### src/rtl/alu_arbiter_if.sv
// Bundle of every handshake and data signal around alu_arbiter.
//
// Handshake rules (both channels):
//   A transfer happens on a rising clk edge where valid and ready are both 1.
//   The requester side must not derive req_valid from req_ready, and a
//   requester that is valid but not granted keeps its fields stable.
//   rsp_valid/rsp_id/rsp_result/rsp_zero/rsp_overflow stay stable while
//   rsp_valid is 1 and rsp_ready is 0.
//
// The "master" modport is the environment: requesters, the response
// consumer and the shared ALU. The "slave" modport is the arbiter itself.
interface alu_arbiter_if #(
    parameter int NUM_REQ = 2,
    parameter int ID_W    = $clog2(NUM_REQ)
);
    // Requester channel
    logic [NUM_REQ-1:0]    req_valid;
    logic [NUM_REQ-1:0]    req_ready;
    logic [NUM_REQ*4-1:0]  req_control;
    logic [NUM_REQ*32-1:0] req_left;
    logic [NUM_REQ*32-1:0] req_right;

    // Shared ALU drive and return
    logic [3:0]            alu_control;
    logic [31:0]           alu_left;
    logic [31:0]           alu_right;
    logic [31:0]           alu_result;
    logic                  alu_zero;
    logic                  alu_overflow;

    // Response channel
    logic                  rsp_valid;
    logic                  rsp_ready;
    logic [ID_W-1:0]       rsp_id;
    logic [31:0]           rsp_result;
    logic                  rsp_zero;
    logic                  rsp_overflow;

    modport master (
        output req_valid, req_control, req_left, req_right,
        output alu_result, alu_zero, alu_overflow,
        output rsp_ready,
        input  req_ready,
        input  alu_control, alu_left, alu_right,
        input  rsp_valid, rsp_id, rsp_result, rsp_zero, rsp_overflow
    );

    modport slave (
        input  req_valid, req_control, req_left, req_right,
        input  alu_result, alu_zero, alu_overflow,
        input  rsp_ready,
        output req_ready,
        output alu_control, alu_left, alu_right,
        output rsp_valid, rsp_id, rsp_result, rsp_zero, rsp_overflow
    );
endinterface

### src/rtl/alu_arbiter.sv
// Round-robin arbiter sharing one combinational ALU between NUM_REQ
// requesters. At most one operation is granted per cycle, its operands are
// steered to the ALU in the same cycle, and the ALU outputs are captured in
// a single registered response slot tagged with the requester id.
module alu_arbiter #(
    parameter int NUM_REQ = 2,
    parameter int ID_W    = $clog2(NUM_REQ)
) (
    input  logic          clk,
    input  logic          reset_n,
    alu_arbiter_if.slave  bus
);

    // Priority pointer: requester searched first on the next grant.
    logic [ID_W-1:0]    ptr;
    logic [ID_W-1:0]    ptr_next;

    // Grant decision
    logic               slot_free;
    logic               grant_found;
    logic [ID_W-1:0]    grant_idx;
    logic               grant;
    logic [NUM_REQ-1:0] grant_vec;

    // Steered ALU inputs
    logic [3:0]         alu_control_mux;
    logic [31:0]        alu_left_mux;
    logic [31:0]        alu_right_mux;

    // Response slot
    logic               rsp_valid_q;
    logic [ID_W-1:0]    rsp_id_q;
    logic [31:0]        rsp_result_q;
    logic               rsp_zero_q;
    logic               rsp_overflow_q;

    // The slot can take a new result when it is empty or being drained now.
    assign slot_free = !rsp_valid_q || bus.rsp_ready;

    // Search for the first valid requester starting at ptr, wrapping around.
    always_comb begin
        logic [ID_W:0]   cand_sum;
        logic [ID_W-1:0] cand;
        grant_found = 1'b0;
        grant_idx   = '0;
        cand_sum    = '0;
        cand        = '0;
        for (int k = 0; k < NUM_REQ; k++) begin
            cand_sum = {1'b0, ptr} + (ID_W + 1)'(k);
            if (cand_sum >= (ID_W + 1)'(NUM_REQ)) begin
                cand_sum = cand_sum - (ID_W + 1)'(NUM_REQ);
            end
            cand = cand_sum[ID_W-1:0];
            if (!grant_found && bus.req_valid[cand]) begin
                grant_found = 1'b1;
                grant_idx   = cand;
            end
        end
    end

    // A grant needs a request, a free slot, and reset released.
    assign grant = reset_n && slot_free && grant_found;

    // Expand the granted index into the one-hot ready vector.
    always_comb begin
        grant_vec = '0;
        for (int i = 0; i < NUM_REQ; i++) begin
            grant_vec[i] = grant && (grant_idx == ID_W'(i));
        end
    end

    // Steer the granted requester's operation to the ALU; zeros when idle.
    always_comb begin
        alu_control_mux = 4'h0;
        alu_left_mux    = 32'h0;
        alu_right_mux   = 32'h0;
        for (int i = 0; i < NUM_REQ; i++) begin
            if (grant_vec[i]) begin
                alu_control_mux = bus.req_control[i*4 +: 4];
                alu_left_mux    = bus.req_left[i*32 +: 32];
                alu_right_mux   = bus.req_right[i*32 +: 32];
            end
        end
    end

    // Next pointer sits just past the granted requester.
    assign ptr_next = (grant_idx == ID_W'(NUM_REQ - 1)) ? '0
                                                        : grant_idx + 1'b1;

    // Priority pointer advances only on a grant.
    always_ff @(posedge clk) begin
        if (!reset_n) begin
            ptr <= '0;
        end else if (grant) begin
            ptr <= ptr_next;
        end
    end

    // Response slot: load on grant, drop valid on drain, data otherwise holds.
    always_ff @(posedge clk) begin
        if (!reset_n) begin
            rsp_valid_q    <= 1'b0;
            rsp_id_q       <= '0;
            rsp_result_q   <= 32'h0;
            rsp_zero_q     <= 1'b0;
            rsp_overflow_q <= 1'b0;
        end else if (grant) begin
            rsp_valid_q    <= 1'b1;
            rsp_id_q       <= grant_idx;
            rsp_result_q   <= bus.alu_result;
            rsp_zero_q     <= bus.alu_zero;
            rsp_overflow_q <= bus.alu_overflow;
        end else if (bus.rsp_ready) begin
            rsp_valid_q    <= 1'b0;
        end
    end

    assign bus.req_ready    = grant_vec;
    assign bus.alu_control  = alu_control_mux;
    assign bus.alu_left     = alu_left_mux;
    assign bus.alu_right    = alu_right_mux;
    assign bus.rsp_valid    = rsp_valid_q;
    assign bus.rsp_id       = rsp_id_q;
    assign bus.rsp_result   = rsp_result_q;
    assign bus.rsp_zero     = rsp_zero_q;
    assign bus.rsp_overflow = rsp_overflow_q;

    // Ready is never asserted for more than one requester.
    a_ready_onehot: assert property (@(posedge clk) $onehot0(grant_vec));

    // No grant may be issued while the slot is stalled by the consumer.
    a_no_grant_stalled: assert property (@(posedge clk)
        (rsp_valid_q && !bus.rsp_ready) |-> (grant_vec == '0));

endmodule

### src/flat_wrapper.sv
// flat-port wrapper written by rule: the top's interface ports become plain ports
module alu_arbiter_flat 
#(
    parameter int NUM_REQ = 2,
    parameter int ID_W    = $clog2(NUM_REQ)
)
  (clk, reset_n, bus_req_valid, bus_req_control, bus_req_left, bus_req_right, bus_alu_result, bus_alu_zero, bus_alu_overflow, bus_rsp_ready, bus_req_ready, bus_alu_control, bus_alu_left, bus_alu_right, bus_rsp_valid, bus_rsp_id, bus_rsp_result, bus_rsp_zero, bus_rsp_overflow);
  alu_arbiter_if #(.NUM_REQ(NUM_REQ), .ID_W(ID_W)) bus_i ();
  input  logic clk;
  input  logic reset_n;
  input wire logic [$bits(bus_i.req_valid)-1:0] bus_req_valid;
  input wire logic [$bits(bus_i.req_control)-1:0] bus_req_control;
  input wire logic [$bits(bus_i.req_left)-1:0] bus_req_left;
  input wire logic [$bits(bus_i.req_right)-1:0] bus_req_right;
  input wire logic [$bits(bus_i.alu_result)-1:0] bus_alu_result;
  input wire logic [$bits(bus_i.alu_zero)-1:0] bus_alu_zero;
  input wire logic [$bits(bus_i.alu_overflow)-1:0] bus_alu_overflow;
  input wire logic [$bits(bus_i.rsp_ready)-1:0] bus_rsp_ready;
  output wire logic [$bits(bus_i.req_ready)-1:0] bus_req_ready;
  output wire logic [$bits(bus_i.alu_control)-1:0] bus_alu_control;
  output wire logic [$bits(bus_i.alu_left)-1:0] bus_alu_left;
  output wire logic [$bits(bus_i.alu_right)-1:0] bus_alu_right;
  output wire logic [$bits(bus_i.rsp_valid)-1:0] bus_rsp_valid;
  output wire logic [$bits(bus_i.rsp_id)-1:0] bus_rsp_id;
  output wire logic [$bits(bus_i.rsp_result)-1:0] bus_rsp_result;
  output wire logic [$bits(bus_i.rsp_zero)-1:0] bus_rsp_zero;
  output wire logic [$bits(bus_i.rsp_overflow)-1:0] bus_rsp_overflow;
  assign bus_i.req_valid = bus_req_valid;
  assign bus_i.req_control = bus_req_control;
  assign bus_i.req_left = bus_req_left;
  assign bus_i.req_right = bus_req_right;
  assign bus_i.alu_result = bus_alu_result;
  assign bus_i.alu_zero = bus_alu_zero;
  assign bus_i.alu_overflow = bus_alu_overflow;
  assign bus_i.rsp_ready = bus_rsp_ready;
  assign bus_req_ready = bus_i.req_ready;
  assign bus_alu_control = bus_i.alu_control;
  assign bus_alu_left = bus_i.alu_left;
  assign bus_alu_right = bus_i.alu_right;
  assign bus_rsp_valid = bus_i.rsp_valid;
  assign bus_rsp_id = bus_i.rsp_id;
  assign bus_rsp_result = bus_i.rsp_result;
  assign bus_rsp_zero = bus_i.rsp_zero;
  assign bus_rsp_overflow = bus_i.rsp_overflow;
  alu_arbiter #(.NUM_REQ(NUM_REQ), .ID_W(ID_W)) u_core (.clk(clk), .reset_n(reset_n), .bus(bus_i));
endmodule
### config.mk
export PLATFORM = sky130hd
export DESIGN_NAME = alu_arbiter_flat
export DESIGN_NICKNAME = d
export VERILOG_FILES = /design/src/rtl/alu_arbiter_if.sv /design/src/rtl/alu_arbiter.sv /design/src/flat_wrapper.sv
export SDC_FILE = /design/constraint.sdc
export NUM_CORES = 1
export LEC_CHECK = 0
export CAP_MARGIN = 25
export CORE_MARGIN = 10
export CORE_UTILIZATION = 26
export CTS_CLUSTER_SIZE = 24
export DETAILED_ROUTE_END_ITERATION = 16
export PLACE_DENSITY_LB_ADDON = 0.08
export SKIP_CTS_REPAIR_TIMING = 1
export SLEW_MARGIN = 20
export SYNTH_ARGS = -nofsm -noshare
export SYNTH_HDL_FRONTEND = slang
export SYNTH_SLANG_ARGS = --single-unit
### constraint.sdc
create_clock -name clk -period 2.1 [get_ports clk]
set_input_delay 0.525 -clock clk [delete_from_list [all_inputs] [get_ports clk]]
set_output_delay 0.525 -clock clk [all_outputs]
set_load 0.05 [all_outputs]
# Yosys cells after proc, flatten, opt, wreduce, memory -nomap -nowiden
# Index checks and enable logic that the tools add are counted.
# word_totals
register_bits	37
input_bits	175
output_inout_bits	106
word_cells	43
# classes
n_addsub	4
order_cmp	4
n_mux	19
bitwise_logic	1
n_reduce_logical	9
# ops
operator	n
$mux 32	4
$mux 1	13
$mux 4	2
$logic_and 1x1->1	5
$lt 1x2->1 const B	2
$add 1x1->2 const B	1
$ge 1x2->1 const B	1
$ge 2x2->1 const B	1
$logic_not 1->1	2
$reduce_bool 2->1	1
$sub 1x1->1 const B	2
$add 1x1->1 const B	1
$logic_or 1x1->1	1
$not 1->1	1

# Depth between registers and ports, before layout
# Gate-level depths: netlist (run 1).
# depth
ltp_word	12
mapped_depth	5
mapped_depth_nobuf	3

# Worst setup path before layout (run 1)
# OpenSTA, ideal clock, no wires.
# synth_timing
path_type	input to output
startpoint	input reset_n
endpoint	output bus_alu_right[10]
t_arrival_ns	1.671
required_time_ns	1.575
path_slack_ns	-0.096
stages	5
path_buffers	3
path_cell_list	buf_2 -> o2111a_1 -> buf_6 -> buf_6 -> a22o_1
# synth_between
word_cells_on_any_way	6
classes_between	2 x mux; 4 x reduce/logical
# synth_lines
element	line	rtl
start, declared	flat_wrapper.sv:10	input logic reset_n;
$logic_and 1x1->1 (2 in series)	alu_arbiter.sv:62	assign grant = reset_n && slot_free && grant_found;
$logic_and 1x1->1	alu_arbiter.sv:68	grant_vec[i] = grant && (grant_idx == ID_W'(i));
named net bus_req_ready[1]	flat_wrapper.sv:19	output wire logic [$bits(bus_i.req_ready)-1:0] bus_req_ready;
$mux 32	alu_arbiter.sv:78	if (grant_vec[i]) begin
end, declared	flat_wrapper.sv:22	output wire logic [$bits(bus_i.alu_right)-1:0] bus_alu_right;
# The timed path passes the listed nets, and every way through them passes these cells.

# Final worst setup path (run 1)
# layout_timing
startpoint	input bus_req_valid[0]
endpoint	output bus_alu_left[10]
# layout_between
elab_chain_len	10
word_cells_on_any_way	16
classes_between	10 x mux; 1 x bitwise; 5 x reduce/logical
# layout_rtl
element	line	rtl
start, declared	flat_wrapper.sv:11	input wire logic [$bits(bus_i.req_valid)-1:0] bus_req_valid;
$mux 1 (not written as such) (2 in series)	alu_arbiter.sv:54	if (!grant_found && bus.req_valid[cand]) begin
$mux 1	alu_arbiter.sv:54	
$logic_not 1->1	alu_arbiter.sv:54	
$logic_and 1x1->1	alu_arbiter.sv:54	
$mux 1	alu_arbiter.sv:54	
$logic_and 1x1->1 or $not 1->1 (tied branches)	alu_arbiter.sv:62, alu_arbiter.sv:68	
$logic_and 1x1->1	alu_arbiter.sv:68	
$mux 32	alu_arbiter.sv:78	
$mux 32 (*)	alu_arbiter.sv:78	
end, declared	flat_wrapper.sv:21	output wire logic [$bits(bus_i.alu_left)-1:0] bus_alu_left;
# Every way passes the cells marked *; elsewhere a longest branch is shown, timed or not. The select of a mux whose other input is x is not followed.

==> results of run 1 <==
==> flip-flops by register name, indices dropped and copies added, names as in the netlist <==
register,flops
u_core.bus.rsp_id,1
u_core.bus.rsp_overflow,1
u_core.bus.rsp_result,32
u_core.bus.rsp_valid,1
u_core.bus.rsp_zero,1
u_core.ptr,1
==> through the flow <==
step           power [W]  area (sq um)  TNS [ns]  setup WS (ns)
2_1_floorplan    0.00164          2310         0         0.0394
3_3_place_gp     0.00256          5860    -28.46         -0.424
3_5_place_dp     0.00258          5860    -29.72         -0.451
4_1_cts          0.00321          5970    -30.30         -0.458
5_1_grt          0.00347          6650     -5.95         -0.133
6_report         0.00336          6650     -4.14         -0.109
==> area by class of cell <==
cell class | count | area (sq um) | area share
clock buffers | 6 | 72.6 | 0.0109
flip-flops and latches | 37 | 746 | 0.112
repair buffers | 305 | 3930 | 0.591
inverters | 38 | 143 | 0.0215
multi-input cells | 146 | 1590 | 0.239
clock inverters | 2 | 38.8 | 0.00584
well taps | 105 | 131 | 0.0198
==> cell usage in the layout, fill, tap and decap left out, types with 2 or more instances in the layout <==
master                            count
sky130_fd_sc_hd__a211oi_2             2
sky130_fd_sc_hd__a22o_2              22
sky130_fd_sc_hd__a22o_4              46
sky130_fd_sc_hd__buf_12              76
sky130_fd_sc_hd__buf_4               10
sky130_fd_sc_hd__buf_6                6
sky130_fd_sc_hd__clkbuf_16            9
sky130_fd_sc_hd__clkbuf_2             2
sky130_fd_sc_hd__clkbuf_8             5
sky130_fd_sc_hd__clkdlybuf4s50_1    201
sky130_fd_sc_hd__dfxtp_1             35
sky130_fd_sc_hd__inv_1               37
sky130_fd_sc_hd__mux2i_1             34
sky130_fd_sc_hd__nand2_1             35
sky130_fd_sc_hd__o2111a_2             2
==> path summary, 6_finish.rpt <==
check / startpoint / end / slack [ns] / cells after the start
max: bus_req_valid[0] / bus_alu_left[10] / -0.11 / 7
min: u_core.bus.rsp_result[5]$_SDFFE_PN0P_ / u_core.bus.rsp_result[5]$_SDFFE_PN0P_ / 0.46 / 2
max reg2reg: u_core.bus.rsp_valid$_SDFFE_PN0P_ / u_core.bus.rsp_id$_SDFFE_PN0P_ / 0.78 / 5
min reg2reg: u_core.bus.rsp_result[5]$_SDFFE_PN0P_ / u_core.bus.rsp_result[5]$_SDFFE_PN0P_ / 0.46 / 2
==> critical path, cell delays in order <==
cell and delay (ns):
sky130_fd_sc_hd__buf_6 0.08, sky130_fd_sc_hd__inv_2 0.04, sky130_fd_sc_hd__o2111a_2 0.28, sky130_fd_sc_hd__buf_12 0.15
sky130_fd_sc_hd__buf_6 0.15, sky130_fd_sc_hd__a22o_2 0.29, sky130_fd_sc_hd__buf_12 0.15
==> synth_stat cells <==
cell type,n,area [sq um]
sky130_fd_sc_hd__nand2_1,35,131
sky130_fd_sc_hd__o2111a_1,1,11.3
sky130_fd_sc_hd__nand3b_1,1,7.51
sky130_fd_sc_hd__clkbuf_1,3,11.3
sky130_fd_sc_hd__inv_1,38,143
sky130_fd_sc_hd__buf_2,8,40.0
sky130_fd_sc_hd__a22o_1,68,596
sky130_fd_sc_hd__a211oi_2,2,25.0
sky130_fd_sc_hd__a21oi_1,1,5.00
sky130_fd_sc_hd__buf_4,1,7.51
sky130_fd_sc_hd__nor2_1,1,3.75
sky130_fd_sc_hd__dfxtp_1,37,741
sky130_fd_sc_hd__mux2i_1,34,340
sky130_fd_sc_hd__buf_6,12,135
sky130_fd_sc_hd__nand2b_4,1,13.8
sky130_fd_sc_hd__and4_1,1,8.76
==> power by group through the flow <==
stage / sequential, W / clock, W / combinational, W
2_1_floorplan: 0.00104 / 0 / 0.000601
3_3_place_gp: 0.000815 / 0 / 0.00174
3_5_place_dp: 0.000818 / 0 / 0.00176
4_1_cts: 0.000802 / 0.000642 / 0.00176
5_1_grt: 0.000812 / 0.000671 / 0.00199
6_report: 0.000803 / 0.000628 / 0.00193
==> layer usage <==
| layer | vias to the layer above | wire length, microns | part of all wire | GRT usage |
|---|---|---|---|---|
| met3 | 16 | 1510 | 0.090 | 0.0857 |
| met4 | 2 | 230 | 0.014 | 0.0364 |
| met5 | - | 7 | 0.00042 | 0 |
| met2 | 161 | 9050 | 0.54 | 0.389 |
| met1 | 1467 | 5990 | 0.36 | 0.221 |
| li1 | 1443 | - | - | - |
==> logic make-up after synthesis <==
logic type      count (synthesis)  share of synthesized area
mux                            34                      0.153
buf+inv                        62                      0.152
simple gates                   39                     0.0744
compound gates                 72                      0.287
flops                          37                      0.334
==> qor.log, run 1 <==
[cts] clock tree from TritonCTS yes
[run] max-capacitance violation count 0
[cts] maximum level of the CTS H-tree 2
[power_and_ir_drop] IR drop worst, VDD 0.000410 V
[route] remaining number of nets flagged by the antenna check after routing 0
[timing] min setup slack post-route -0.109 ns
[timing] Final Slew Violations 0
[floorplanning] area enclosed by the die boundary 12600 sq um
[critical_path] Startpoint Class input port
[synth] synthesized cell area 2220 sq um
[timing] timing-limited maximum frequency 0.453 GHz
[timing] Slew HR 0.636
[route] count of vias placed by the detailed router 3089
[floorplanning] FP Rows 33
[layout] Final #Nets 708
[outcome] result of the run finished, violations left
[grt] vias in the first global route 3031
[synth] yosys synthesis warning count 0
[power_and_ir_drop] Leakage 3.03 nW
[floorplanning] Die Y 112 microns
[layout] share of the core filled with cells 0.805
[synth] synthesized area divided by synthesized cell count 9.10 sq um
[route] initial DRC count 119
[power_and_ir_drop] cell area power density 505 nW/um^2
[placed_design] global placement routability congestion 0.881
[grt] leftover overflow at the end of global routing 0
[placed_design] count of input and output buffers 280
[layout] Inserted Diodes 0
[route] routed vias/inst 4.83
[critical_path] arrival time of the worst setup path 1.68 ns
[layout] fraction of final layout cells sized beyond drive strength 1 0.352
[floorplanning] effective utilization at floorplan 0.269
[power_and_ir_drop] switching component of the power 0.00126 W
[critical_path] endpoint required time on the critical path 1.57 ns
[power_and_ir_drop] switching share of total power 0.375
[floorplanning] number of placed I/O pins 281
[worst_hold_path] path category of the worst min-delay check flip-flop to flip-flop
[layout] number of standard cells in the layout, taps in and fillers out 639
[timing] clock skew after layout 0.00625 ns
[timing] transition at the pin with the smallest max-transition slack 0.545 ns
[cts] Reg clk slew, reported paths 0.07 ns
[floorplanning] core region area 8260 sq um
[route] remaining design rule violation count 0
[timing] unrepaired setup endpoints after global routing yes
[power_and_ir_drop] fraction of power consumed by sequential logic 0.239
[cts] Inserted Clock Buffers 5
[cts] buffer depth of the longest clock path 2
[synth] number of synthesized register bits 37
[grt] wire length of the first global-routing pass 20600 microns
[power_and_ir_drop] combinational cell fraction of total power 0.574
[grt] GRT Resource Usage Total 0.211
[floorplanning] Die X-Extent 112 microns
[timing] total setup violations reported at the end of the flow 69
[layout] Synth-to-Final Area Change 199%
[cts] clock sink count 37
[synth] Mapped Cells 244
[placed_design] placed cells 615
[placed_design] hpwl dp 12600 microns
[route] average detailed-routed wire length per instance 26.3 microns
[timing] post-route minimum period 2.21 ns
[grt] largest net degree at the start of global routing 41
[route] TritonRoute pass-1 iters 4
[outcome] violated checks setup timing
[route] final WL 16800 microns
[cts] insertion delay to the later sink of the worst-skew pair 0.29 ns
[timing] post-route fraction of the period consumed by the critical path 1.05
[power_and_ir_drop] internal power consumption 0.00210 W
[critical_path] highest fanout seen on the critical path 10
[timing] hold violation total from the final report 0
[synth] nets in the synthesized netlist 419
[power_and_ir_drop] Clk network pwr share 0.187
[layout] Layout fillers 510
[timing] worst-case hold slack 0.456 ns
[critical_path] endpoint type of the worst setup path output pin
[synth] count of cell types in the netlist 16
[grt] initial antenna violation count 1
[synth] sequential share of the synthesized area 0.334
[cts] Clock Root Buffer sky130_fd_sc_hd__clkbuf_8
[critical_path] Crit Path Class input port to output pin
Power figures use the tool's default switching activity.
==> run 2, diff against run 1 <==
- ABC_CLOCK_PERIOD_IN_PS: not set -> 2100
- RECOVER_POWER: not set -> 50
==> run 2 against run 1 <==
- the run still ends with setup timing left
- non-clock buffer count unchanged
- power decreased by 0.15%
- flip-flop and latch count unchanged
- fmax about the same
- register-to-register slack is essentially flat
- clock skew increased by 0.00055 ns
- sequential power barely moved
- largest power group unchanged
- global-route usage stayed put
- clock power is essentially flat
- worst hold slack worse by 0.0044 ns
==> qor.log, run 2 (same netlist as run 1, synthesis figures left out) <==
[outcome] result of the run finished, violations left
[outcome] violated checks setup timing
[floorplanning] area enclosed by the die boundary 12600 sq um
[grt] largest net degree at the start of global routing 41
[critical_path] worst reg2reg path depth 5
[cts] insertion delay to the later sink of the worst-skew pair 0.29 ns
[route] routed vias/inst 4.87
[floorplanning] Die Y 112 microns
[placed_design] hpwl dp 12600 microns
[worst_hold_path] path category of the worst min-delay check flip-flop to flip-flop
[layout] fraction of final layout cells sized beyond drive strength 1 0.346
[cts] clock tree from TritonCTS yes
[layout] Synth-to-Final Area Change 199%
[grt] wire length of the first global-routing pass 20600 microns
[timing] min setup slack post-route -0.110 ns
[critical_path] Crit Path Class input port to output pin
[run] max-capacitance violation count 0
[critical_path] endpoint required time on the critical path 1.57 ns
[floorplanning] number of placed I/O pins 281
[cts] clock sink count 37
[route] initial DRC count 129
[timing] total setup violations reported at the end of the flow 69
[timing] transition at the pin with the smallest max-transition slack 0.745 ns
[route] TritonRoute pass-1 iters 4
[timing] post-route fraction of the period consumed by the critical path 1.05
[route] final WL 16800 microns
[route] count of vias placed by the detailed router 3110
[grt] initial antenna violation count 1
[grt] leftover overflow at the end of global routing 0
[floorplanning] Die X-Extent 112 microns
[cts] buffer depth of the longest clock path 2
[grt] vias in the first global route 3031
[timing] clock skew after layout 0.00679 ns
[route] remaining design rule violation count 0
[placed_design] count of input and output buffers 280
[critical_path] worst r2r src u_core.bus.rsp_valid$_SDFFE_PN0P_
[layout] Inserted Diodes 0
[worst_hold_path] Min-Delay Path Depth 2
[route] remaining number of nets flagged by the antenna check after routing 0
[floorplanning] core region area 8260 sq um
[layout] most common library cell in the layout ignoring fill and taps sky130_fd_sc_hd__clkdlybuf4s50_1
[floorplanning] FP Rows 33
[worst_hold_path] critical hold path startpoint u_core.bus.rsp_id$_SDFFE_PN0P_
[floorplanning] effective utilization at floorplan 0.269
[critical_path] Startpoint Class input port
[route] average detailed-routed wire length per instance 26.3 microns
[timing] unrepaired setup endpoints after global routing yes
[worst_hold_path] Worst Hold Path EP u_core.bus.rsp_id$_SDFFE_PN0P_
[critical_path] end of the worst register-to-register path u_core.bus.rsp_id$_SDFFE_PN0P_
[critical_path] endpoint type of the worst setup path output pin
[cts] Reg clk slew, reported paths 0.08 ns
[critical_path] highest fanout seen on the critical path 10
[placed_design] global placement routability congestion 0.881
[critical_path] flop-to-flop setup slack 0.77 ns
[layout] Final #Nets 708
[layout] top library cells by usage in the layout, fill and taps aside sky130_fd_sc_hd__clkdlybuf4s50_1 (201), sky130_fd_sc_hd__buf_12 (76), sky130_fd_sc_hd__a22o_4 (46), sky130_fd_sc_hd__inv_1 (37)
[layout] max FFs per register 32
[timing] Slew HR 0.503
[timing] timing-limited maximum frequency 0.453 GHz
[power_and_ir_drop] IR drop worst, VDD 0.000409 V
[timing] Final Slew Violations 0
[critical_path] arrival time of the worst setup path 1.68 ns
[cts] Clock Root Buffer sky130_fd_sc_hd__clkbuf_8
[grt] GRT Resource Usage Total 0.211
[cts] Inserted Clock Buffers 5
[timing] hold violation total from the final report 0
[power_and_ir_drop] Leakage 3.02 nW
[cts] maximum level of the CTS H-tree 2
[power_and_ir_drop] cell area power density 506 nW/um^2
[layout] share of the core filled with cells 0.803
[timing] Setup Total Neg Slack -4.23 ns
[timing] post-route minimum period 2.21 ns
==> run 2: changes by cell type in the layout (fill, tap and decap cells not counted), sizes merged <==
| cell | change |
|---|---|
| buf | -2 |
| clkbuf | +2 |
==> run 2: layout make-up <==
class	count	area [sq um]
inverters	38	143
multi-input cells	146	1580
flip-flops and latches	37	746
clock buffers	6	72.6
clock inverters	2	38.8
fillers	515	1630
repair buffers	305	3920
well taps	105	131
==> run 2: per-layer routing <==
layer | vias up | part of all wire | global-route usage
li1 | 1441 | - | -
met1 | 1486 | 0.36 | 0.221
met2 | 163 | 0.54 | 0.389
met3 | 18 | 0.081 | 0.0857
met4 | 2 | 0.014 | 0.0364
met5 | - | 0.00042 | 0
==> run 2: metrics by stage <==
step | setup slack, ns | cell area (sq um) | cells | power [W] | hold WS (ns)
floorplan | 0.0394 | 2310 | 244 | 0.00164 | 0.457
global placement | -0.424 | 5860 | 615 | 0.00256 | 0.443
detailed placement | -0.451 | 5860 | 615 | 0.00258 | 0.450
CTS | -0.458 | 5970 | 623 | 0.00321 | 0.461
global route | -0.133 | 6630 | 639 | 0.00347 | 0.479
finish | -0.110 | 6630 | 639 | 0.00335 | 0.452
==> run 2: how the worst max path moves through the flow <==
stage	cells past startpoint	slack (ns)	end	startpoint
6_report	7	-0.11	bus_alu_left[10]	bus_req_valid[0]
5_1_grt	5	-0.13	bus_alu_left[10]	u_core.bus.rsp_valid$_SDFFE_PN0P_
4_1_cts	6	-0.46	bus_alu_right[0]	bus_req_valid[0]
3_5_place_dp	6	-0.45	bus_alu_right[0]	bus_req_valid[0]
3_3_place_gp	6	-0.42	bus_alu_right[12]	bus_req_valid[0]
2_1_floorplan	5	0.04	bus_alu_right[10]	reset_n
==> run 2: report_power, final <==
group / internal, W / total (W) / switching [W]
sequential: 0.000768 / 0.000803 / 0.0000346
combinational: 0.000971 / 0.00192 / 0.000952
clock: 0.000357 / 0.000628 / 0.000271
total: 0.00210 / 0.00335 / 0.00126
==> run 2: worst max-delay path, stage by stage <==
cell and delay, ns:
sky130_fd_sc_hd__buf_6 0.08, sky130_fd_sc_hd__inv_2 0.04, sky130_fd_sc_hd__o2111a_2 0.28, sky130_fd_sc_hd__buf_12 0.15, sky130_fd_sc_hd__buf_6 0.16, sky130_fd_sc_hd__a22o_2 0.29, sky130_fd_sc_hd__buf_12 0.15
==> run 3, diff against run 2 <==
- CAP_MARGIN: 25 -> 40
==> results of run 3 <==
No change in the layout: final DEF, timing and power equal those of run 2.
